==> src/rtl/mips_pipe_pkg.sv <==
// Shared definitions for the MIPS-style pipeline stages.
// - DATA_W_DEF / REG_W_DEF : default datapath and register-index widths
// - CTRL_* : bit positions inside the MEM/WB control vector
// - skid_state_e : occupancy of a two-entry skid stage
package mips_pipe_pkg;

  localparam int DATA_W_DEF = 32;
  localparam int REG_W_DEF  = 5;

  localparam int CTRL_REG_WRITE  = 0;
  localparam int CTRL_MEM_TO_REG = 1;
  localparam int CTRL_MEM_READ   = 2;
  localparam int CTRL_MEM_WRITE  = 3;

  typedef enum logic [1:0] {
    EMPTY = 2'd0,
    ONE   = 2'd1,
    FULL  = 2'd2
  } skid_state_e;

endpackage

==> src/rtl/ex_mem_skid_stage_sat_counter.sv <==
// Saturating up-counter.
// - clk : rising-edge clock
// - clr : synchronous clear (wins over inc)
// - inc : advance by one unless already at the all-ones ceiling
// - cnt : current count
module sat_counter #(
  parameter int CNT_W = 16
) (
  input  logic             clk,
  input  logic             clr,
  input  logic             inc,
  output logic [CNT_W-1:0] cnt
);

  function automatic logic [CNT_W-1:0] sat_inc(input logic [CNT_W-1:0] v);
    if (&v) return v;
    return v + 1'b1;
  endfunction

  logic [CNT_W-1:0] cnt_p1;

  always_ff @(posedge clk) begin
    if (clr)      cnt_p1 <= '0;
    else if (inc) cnt_p1 <= sat_inc(cnt_p1);
  end

  assign cnt = cnt_p1;

endmodule

==> src/rtl/ex_mem_skid_stage.sv <==
// EX->MEM pipeline register with a two-entry skid buffer.
// The main entry drives the outputs; the skid entry catches the one bundle
// that can arrive while in_ready (registered) is still high after MEM stalls.
// - clk, rst (sync, active-high), flush (sync, drops everything in flight)
// - in_valid/in_ready + in_alu/in_wdata/in_btgt/in_rd/in_ctrl : from EX
// - out_valid/out_ready + out_alu/out_wdata/out_btgt/out_rd/out_ctrl : to MEM
//   (out_ctrl reads 0 whenever out_valid is low)
// - stall_cnt : saturating count of cycles MEM held off a valid bundle
module ex_mem_skid_stage
  import mips_pipe_pkg::*;
#(
  parameter int DATA_W        = DATA_W_DEF,
  parameter int REG_W         = REG_W_DEF,
  parameter int CTRL_W        = 4,
  parameter int CNT_W         = 16,
  parameter bit RESET_PAYLOAD = 1'b1
) (
  input  logic              clk,
  input  logic              rst,
  input  logic              flush,
  input  logic              in_valid,
  output logic              in_ready,
  input  logic [DATA_W-1:0] in_alu,
  input  logic [DATA_W-1:0] in_wdata,
  input  logic [DATA_W-1:0] in_btgt,
  input  logic [REG_W-1:0]  in_rd,
  input  logic [CTRL_W-1:0] in_ctrl,
  output logic              out_valid,
  input  logic              out_ready,
  output logic [DATA_W-1:0] out_alu,
  output logic [DATA_W-1:0] out_wdata,
  output logic [DATA_W-1:0] out_btgt,
  output logic [REG_W-1:0]  out_rd,
  output logic [CTRL_W-1:0] out_ctrl,
  output logic [CNT_W-1:0]  stall_cnt
);

  localparam int PAY_W = 3*DATA_W + REG_W + CTRL_W;

  logic [PAY_W-1:0] in_pay;
  logic [PAY_W-1:0] main_p1;
  logic [PAY_W-1:0] skid_p1;
  skid_state_e      state_p1;
  skid_state_e      state_nxt;
  logic             in_ready_p1;

  logic in_fire;
  logic out_fire;
  logic ld_main_in;
  logic ld_main_skid;
  logic ld_skid;
  logic drop_all;

  logic [CTRL_W-1:0] main_ctrl;

  assign in_pay   = {in_btgt, in_wdata, in_alu, in_rd, in_ctrl};
  assign in_fire  = in_valid & in_ready_p1;
  assign out_fire = out_valid & out_ready;
  assign drop_all = rst | flush;

  always_comb begin
    state_nxt    = state_p1;
    ld_main_in   = 1'b0;
    ld_main_skid = 1'b0;
    ld_skid      = 1'b0;
    case (state_p1)
      EMPTY: begin
        if (in_fire) begin
          ld_main_in = 1'b1;
          state_nxt  = ONE;
        end
      end
      ONE: begin
        if (in_fire && out_fire) begin
          ld_main_in = 1'b1;
        end else if (in_fire) begin
          ld_skid   = 1'b1;
          state_nxt = FULL;
        end else if (out_fire) begin
          state_nxt = EMPTY;
        end
      end
      FULL: begin
        // in_ready is low here, so only the drain side can move.
        if (out_fire) begin
          ld_main_skid = 1'b1;
          state_nxt    = ONE;
        end
      end
      default: state_nxt = EMPTY;
    endcase
    // Reset/flush override every handshake and suppress payload loads so the
    // registers hold when RESET_PAYLOAD is 0.
    if (drop_all) begin
      state_nxt    = EMPTY;
      ld_main_in   = 1'b0;
      ld_main_skid = 1'b0;
      ld_skid      = 1'b0;
    end
  end

  // Stage boundary: occupancy and registered ready
  always_ff @(posedge clk) begin
    if (rst) begin
      state_p1    <= EMPTY;
      in_ready_p1 <= 1'b1;
    end else begin
      state_p1    <= state_nxt;
      in_ready_p1 <= (state_nxt != FULL);
    end
  end

  // Stage boundary: main/skid payload
  always_ff @(posedge clk) begin
    if (RESET_PAYLOAD && drop_all) begin
      main_p1 <= '0;
      skid_p1 <= '0;
    end else begin
      if (ld_main_in)        main_p1 <= in_pay;
      else if (ld_main_skid) main_p1 <= skid_p1;
      if (ld_skid)           skid_p1 <= in_pay;
    end
  end

  assign in_ready  = in_ready_p1;
  assign out_valid = (state_p1 != EMPTY);

  assign {out_btgt, out_wdata, out_alu, out_rd, main_ctrl} = main_p1;
  assign out_ctrl = out_valid ? main_ctrl : '0;

  sat_counter #(
    .CNT_W (CNT_W)
  ) u_stall_cnt (
    .clk (clk),
    .clr (rst),
    .inc (out_valid & ~out_ready & ~flush),
    .cnt (stall_cnt)
  );

endmodule

==> config.mk <==
export PLATFORM = sky130hd
export DESIGN_NAME = ex_mem_skid_stage
export DESIGN_NICKNAME = d
export VERILOG_FILES = /design/src/rtl/mips_pipe_pkg.sv /design/src/rtl/ex_mem_skid_stage_sat_counter.sv /design/src/rtl/ex_mem_skid_stage.sv
export SDC_FILE = /design/constraint.sdc
export NUM_CORES = 1
export LEC_CHECK = 0
export CORE_ASPECT_RATIO = 1.1
export CORE_MARGIN = 2
export CORE_UTILIZATION = 50
export CTS_CLUSTER_SIZE = 8
export DETAILED_ROUTE_END_ITERATION = 8
export PLACE_DENSITY = 0.81
export SYNTH_ARGS = -nofsm -noshare
export SYNTH_HDL_FRONTEND = slang
export SYNTH_SLANG_ARGS = --single-unit
==> constraint.sdc <==
create_clock -name clk -period 2.3 [get_ports clk]
set_clock_uncertainty 0.1 [all_clocks]
set_input_delay 0.345 -clock clk [delete_from_list [all_inputs] [get_ports clk]]
set_output_delay 0.345 -clock clk [all_outputs]
set_load 0.02 [all_outputs]
Yosys cells after proc, flatten, opt, wreduce, memory -nomap -nowiden
Index checks and enable logic that the tools add are counted.
{"block": "totals", "ff_bits": 229, "latch_bits": 0, "mem_bits_rw": 0, "romBits": 0, "out_inout_bits": 123, "elab_cells": 47, "n_memories": 0}
{"block": "op_classes", "add_sub_neg": 1, "n_mul": 0, "div_mod_pow": 0, "n_lt_le_gt_ge": 0, "n_eq_ne": 4, "shifts": 0, "mux": 24, "bitwise_logic": 7, "n_reduce_logical": 6}
{"operator": "$mux W105", "n": 2}
{"operator": "$add A16 B1 Y16 const B", "n": 1}
{"operator": "$mux W16", "n": 1}
{"operator": "$reduce_and A16 Y1", "n": 1}
{"operator": "$mux W1", "n": 12}
{"operator": "$mux W2", "n": 6}
{"operator": "$pmux W2 S3", "n": 1}
{"operator": "$and A1 B1 Y1", "n": 4}
{"operator": "$mux W4", "n": 1}
{"operator": "$ne A2 B2 Y1 const B", "n": 2}
{"operator": "$reduce_bool A2 Y1", "n": 2}
{"operator": "$eq A2 B1 Y1 const B", "n": 1}
{"operator": "$eq A2 B2 Y1 const B", "n": 1}
{"operator": "$logic_not A2 Y1", "n": 1}
{"operator": "$not A1 Y1", "n": 2}
{"operator": "$pmux W1 S2", "n": 1}
{"operator": "$reduce_and A2 Y1", "n": 1}
{"operator": "$logic_and A1 B1 Y1", "n": 1}
{"operator": "$or A1 B1 Y1", "n": 1}

Longest topological paths before layout
{"block": "logic_depth", "depth_word": 8, "mapped_depth": 8, "ltp_nobuf": 5}

Modules after synthesis
A second synthesis with hierarchy kept.
{"block": "hier_totals", "cells_unflattened": 1263, "hier_area_um2": 10553.9}
{"mod": "ex_mem_skid_stage", "n_inst": 1, "cells_per_inst": 1167, "area_each_um2": 9720.6, "seq_area_each_um2": 4264.1}
{"mod": "sat_counter", "n_inst": 1, "cells_per_inst": 96, "area_each_um2": 833.3, "seq_area_each_um2": 320.3}

Least setup slack after synthesis
Ideal clock, no wire load.
{"block": "synth_timing", "kind": "flip-flop to flip-flop", "from": "register u_stall_cnt.cnt_p1[0] (netlist: u_stall_cnt.cnt[0])", "to": "register u_stall_cnt.cnt_p1[1] (netlist: u_stall_cnt.cnt[1])", "t_arrival_ns": 1.801, "required_time_ns": 2.130, "setup_slack_ns": 0.329, "path_stages_with_launch": 8, "synth_period_minus_slack_ns": 1.971, "cell_sequence": "dfxtp_1 -> ha_1 -> nand3_1 -> nor4_2 -> buf_2 -> buf_2 -> o21ai_0 -> a21oi_1"}
{"block": "synth_between", "elab_chain_cells": 6, "word_cells_on_any_way": 8, "classes_between": "add/sub (1); eq/ne (1); mux (4); reduce/logical (2)"}
{"element": "from (decl)", "line": "ex_mem_skid_stage_sat_counter.sv:20", "source": "logic [CNT_W-1:0] cnt_p1;"}
{"element": "from (signal assigned)", "line": "ex_mem_skid_stage_sat_counter.sv:24", "source": "else if (inc) cnt_p1 <= sat_inc(cnt_p1);"}
{"element": "$reduce_and A16 Y1", "line": "ex_mem_skid_stage_sat_counter.sv:16", "source": "if (&v) return v;"}
{"element": "$mux W1", "line": "ex_mem_skid_stage_sat_counter.sv:16"}
{"element": "$mux W1", "line": "ex_mem_skid_stage_sat_counter.sv:24"}
{"element": "$mux W1", "line": "ex_mem_skid_stage_sat_counter.sv:23", "source": "if (clr) cnt_p1 <= '0;"}
{"element": "$ne A2 B2 Y1 (no line)"}
{"element": "$reduce_and A2 Y1 (no line)"}
Parallel ways exist; a longest one is shown, timed or not. The select of a mux whose other input is x is not followed.
A chain may end at the register's enable or synchronous reset.

Final worst setup path
{"block": "layout_timing", "from": "register state_p1[1]", "to": "output out_valid"}
{"block": "layout_between", "elab_chain_cells": 1}
{"element": "from (decl)", "line": "ex_mem_skid_stage.sv:43", "source": "skid_state_e state_p1;"}
{"element": "from (signal assigned)", "line": "ex_mem_skid_stage.sv:108", "source": "state_p1 <= state_nxt;"}
{"element": "$reduce_bool A2 Y1", "line": "ex_mem_skid_stage.sv:126", "source": "assign out_valid = (state_p1 != EMPTY);"}
{"element": "to (decl)", "line": "ex_mem_skid_stage.sv:28", "source": "output logic out_valid,"}
Every way passes these cells.

==> results.py <==
metrics = {
    "route": {
        "drcViolationCount": 0,
        "via_per_inst": 5.39,
        "wl_met2_mm": 11.5,
        "vias": 8191,
        "met1_length_mm": 10.0,
        "met3_length_mm": 1.85,
        "dr.pass1.iters": 4,
        "top_layer": "met4",
        "finalWirelength_mm": 23.9,
        "drt_iter0_markers": 385,
        "wl_per_cell_um": 15.7,
        "ant_nets": 0,
    },
    "place": {
        "dp.cells": 1482,
        "place_area_um2": 12000,
        "post-dp-hpwl_mm": 15.5,
        "io_buffer_count": 232,
        "gp_congestion": 0.783,
    },
    "layout": {
        "final_cell_area_um2": 12800,
        "mostFrequentLayoutCell": "clkdlybuf4s50_1",
        "layout_common_cells": "clkdlybuf4s50_1, dfxtp_1, nand2_1",
        "post-route-util": 0.649,
        "layout-drive-gt1-share": 0.0687,
        "nets": 1377,
        "syn_to_final_growth_pct": 27.7,
        "finalNonFillerCells": 1520,
        "fill_cells": 1554,
    },
    "sta": {
        "finalCriticalPeriod_ns": 2.16,
        "max_freq_mhz": 463,
        "period_share": 0.939,
        "worstMarginPinSlew_ns": 0.674,
        "rsz0062_at_grt": "false",
        "setup-violations-final": 0,
        "slew_headroom": 0.551,
        "hold_viol_final": 0,
        "slew_violations": 0,
        "fin_setup_tns_ns": 0,
    },
    "grt": {
        "antenna_found_initial": 1,
        "overflow": 0,
        "grt_max_degree": 106,
        "track_usage": 0.220,
        "grt_pass1_wl_mm": 39.5,
        "grt_pass1_vias": 7972,
    },
    "synthesis": {
        "synthMuxAreaShare": 0.109,
        "ys_seq_area_frac": 0.456,
        "synth_top_family_by_area": "simple AND/OR/NAND/NOR gates",
        "yosys.area.top_type": "dfxtp_1",
        "synth.cell_area_um2": 10100,
        "synth_edf_count": 0,
        "synth-simple-area-share": 0.157,
        "syn-instance-count": 1149,
        "synthAdderAreaFrac": 0.00124,
        "synth_compound_area_frac": 0.149,
        "yosysTopAreaCellShare": 0.456,
        "synth.distinct_cells": 41,
        "synth_ff_type": "dfxtp_1",
        "ys_ff_latch": 229,
        "syn-num-nets": 1260,
        "yosysWarnings": 0,
        "async_reset_ff_frac": 0,
        "syn_avg_cell_area_um2": 8.75,
        "yosys-top-cells-area": "dfxtp_1, mux2i_1, buf_4, nand2_1, a211oi_1",
        "synth-xor-area-share": 0,
    },
    "floorplanning": {
        "die_h_um": 153,
        "coreArea_um2": 19800,
        "initial_core_util": 0.508,
        "rows": 54,
        "die_w_um": 139,
        "die_area_um2": 21300,
        "ios": 233,
    },
    "critical_path": {
        "slowest_delay_ns": 0.62,
        "worst-path-buf-inv": 1,
        "crit_chain": "or2_4, clkdlybuf4s50_1",
        "crit_path_end_kind": "output port",
        "worstPathArrival_ns": 1.72,
        "crit_slowest_cell": "clkdlybuf4s50_1",
        "r2r_slack_ns": 0.38,
        "crit_required_ns": 1.86,
        "path_class": "register to output port",
        "path_delay_family": "buffers and inverters",
        "crit_path_max_fanout": 9,
        "critPathLaunchType": "register",
    },
    "power": {
        "power_leakage_nw": 4.22,
        "power.total_mw": 8.95,
        "power.density_nw_per_um2": 697,
        "peakVddDrop_mv": 0.520,
    },
    "clock_network": {
        "root_buffer": "clkbuf_16",
        "cts_made_buffers": 34,
        "clock_latency_ns": 0.49,
        "htreeDepth": 2,
        "cts_tree": "done",
        "clock-sinks": 229,
        "clockBufferDepth": 3,
        "cts.clk_slew.worst_paths_ns": 0.05,
        "cts_hold_buf": 0,
    },
    "outcome": {
        "outcome": "complete, no violations",
    },
    "run": {
        "drv_cap": 0,
    },
    "min_path": {
        "worst_hold_path_type": "primary input to register",
    },
}
==> worst reg2reg max path, cell delays in order, from the launching register on <==
cell	delay, ns
dfxtp_1	0.45
and4_1	0.32
nand4_1	0.20
nor4_1	0.37
mux2_2	0.37
==> power breakdown <==
part	internal (mW)	total, mW	leakage, nW	switching [mW]
sequential	4.03	4.07	1.85	0.0324
clock	2.66	4.27	0.440	1.61
combinational	0.311	0.614	1.93	0.303
==> synthesized netlist by cell type (2+ instances only) <==
library cell  number
dfxtp_1          229
nand2_1          218
nor2_1           111
buf_4            109
mux2i_1          106
a211oi_1         105
o21ai_0           92
clkbuf_1          55
o21ai_1           15
a21oi_1           14
or4_1             11
buf_6             10
o31ai_1           10
buf_2              8
nand3_1            8
buf_8              5
inv_1              5
nand4_1            5
and2_1             4
mux2_2             3
and4_1             2
nor2b_1            2
nor3_1             2
nor4_1             2
or3_1              2
==> through the flow <==
step                      setup slack, ns  hold slack, ns
after detailed placement          -0.0353           0.341
after global placement             0.0177           0.335
after CTS                           0.126           0.314
after global routing               0.0712           0.347
after floorplan                     0.329           0.328
final                               0.140           0.328
==> state kept, by name (all words and copies together) (netlist names) <==
register         flops
skid_p1            105
u_stall_cnt.cnt     16
state_p1             2
in_ready             1
main_p1            105
==> path summary, 6_finish.rpt <==
path	startpoint	to	depth (start not counted)
setup / recovery	state_p1[1]	out_valid	2
hold / removal	in_alu[17]	skid_p1[26]	3
setup reg to reg	u_stall_cnt.cnt[4]	u_stall_cnt.cnt[13]	4
hold reg to reg	skid_p1[98]	skid_p1[98]	2
==> timing repair <==
| item | CTS | global route |
|---|---|---|
| gates resized for setup | 7 | 0 |
| buffers inserted | 0 | 0 |
| endpoints found under the setup margin | 5 | 0 |
==> logic make-up (layout without fill, tap and decap cells) <==
logic type               count (synthesis)  after routing
AO/OA/AOI/OAI                          239            239
adder cells (fa/ha/maj)                  1              1
buffers and inverters                  193            311
flip-flops                             229            229
multiplexers                           109            109
other                                    0              1
AND/OR/NAND/NOR                        378            378
==> final cells by class <==
| type | instances | area (um^2) | area share |
|---|---|---|---|
| antenna | 1 | 2.50 | 0.000195 |
| clock buffer | 35 | 876 | 0.0682 |
| clock inverter | 2 | 13.8 | 0.00107 |
| inverter | 5 | 18.8 | 0.00146 |
| multi-input combinational | 727 | 4210 | 0.328 |
| sequential | 229 | 4590 | 0.357 |
| tap | 252 | 315 | 0.0245 |
| timing repair buffer | 269 | 2820 | 0.220 |
==> metal layers <==
metal / up-vias / track usage
met4: 0 / 0.0645
met3: 42 / 0.0732
li1: 4063 / -
met2: 250 / 0.372
met1: 3836 / 0.266
met5: - / 0
(Power assumes the default switching activity.)
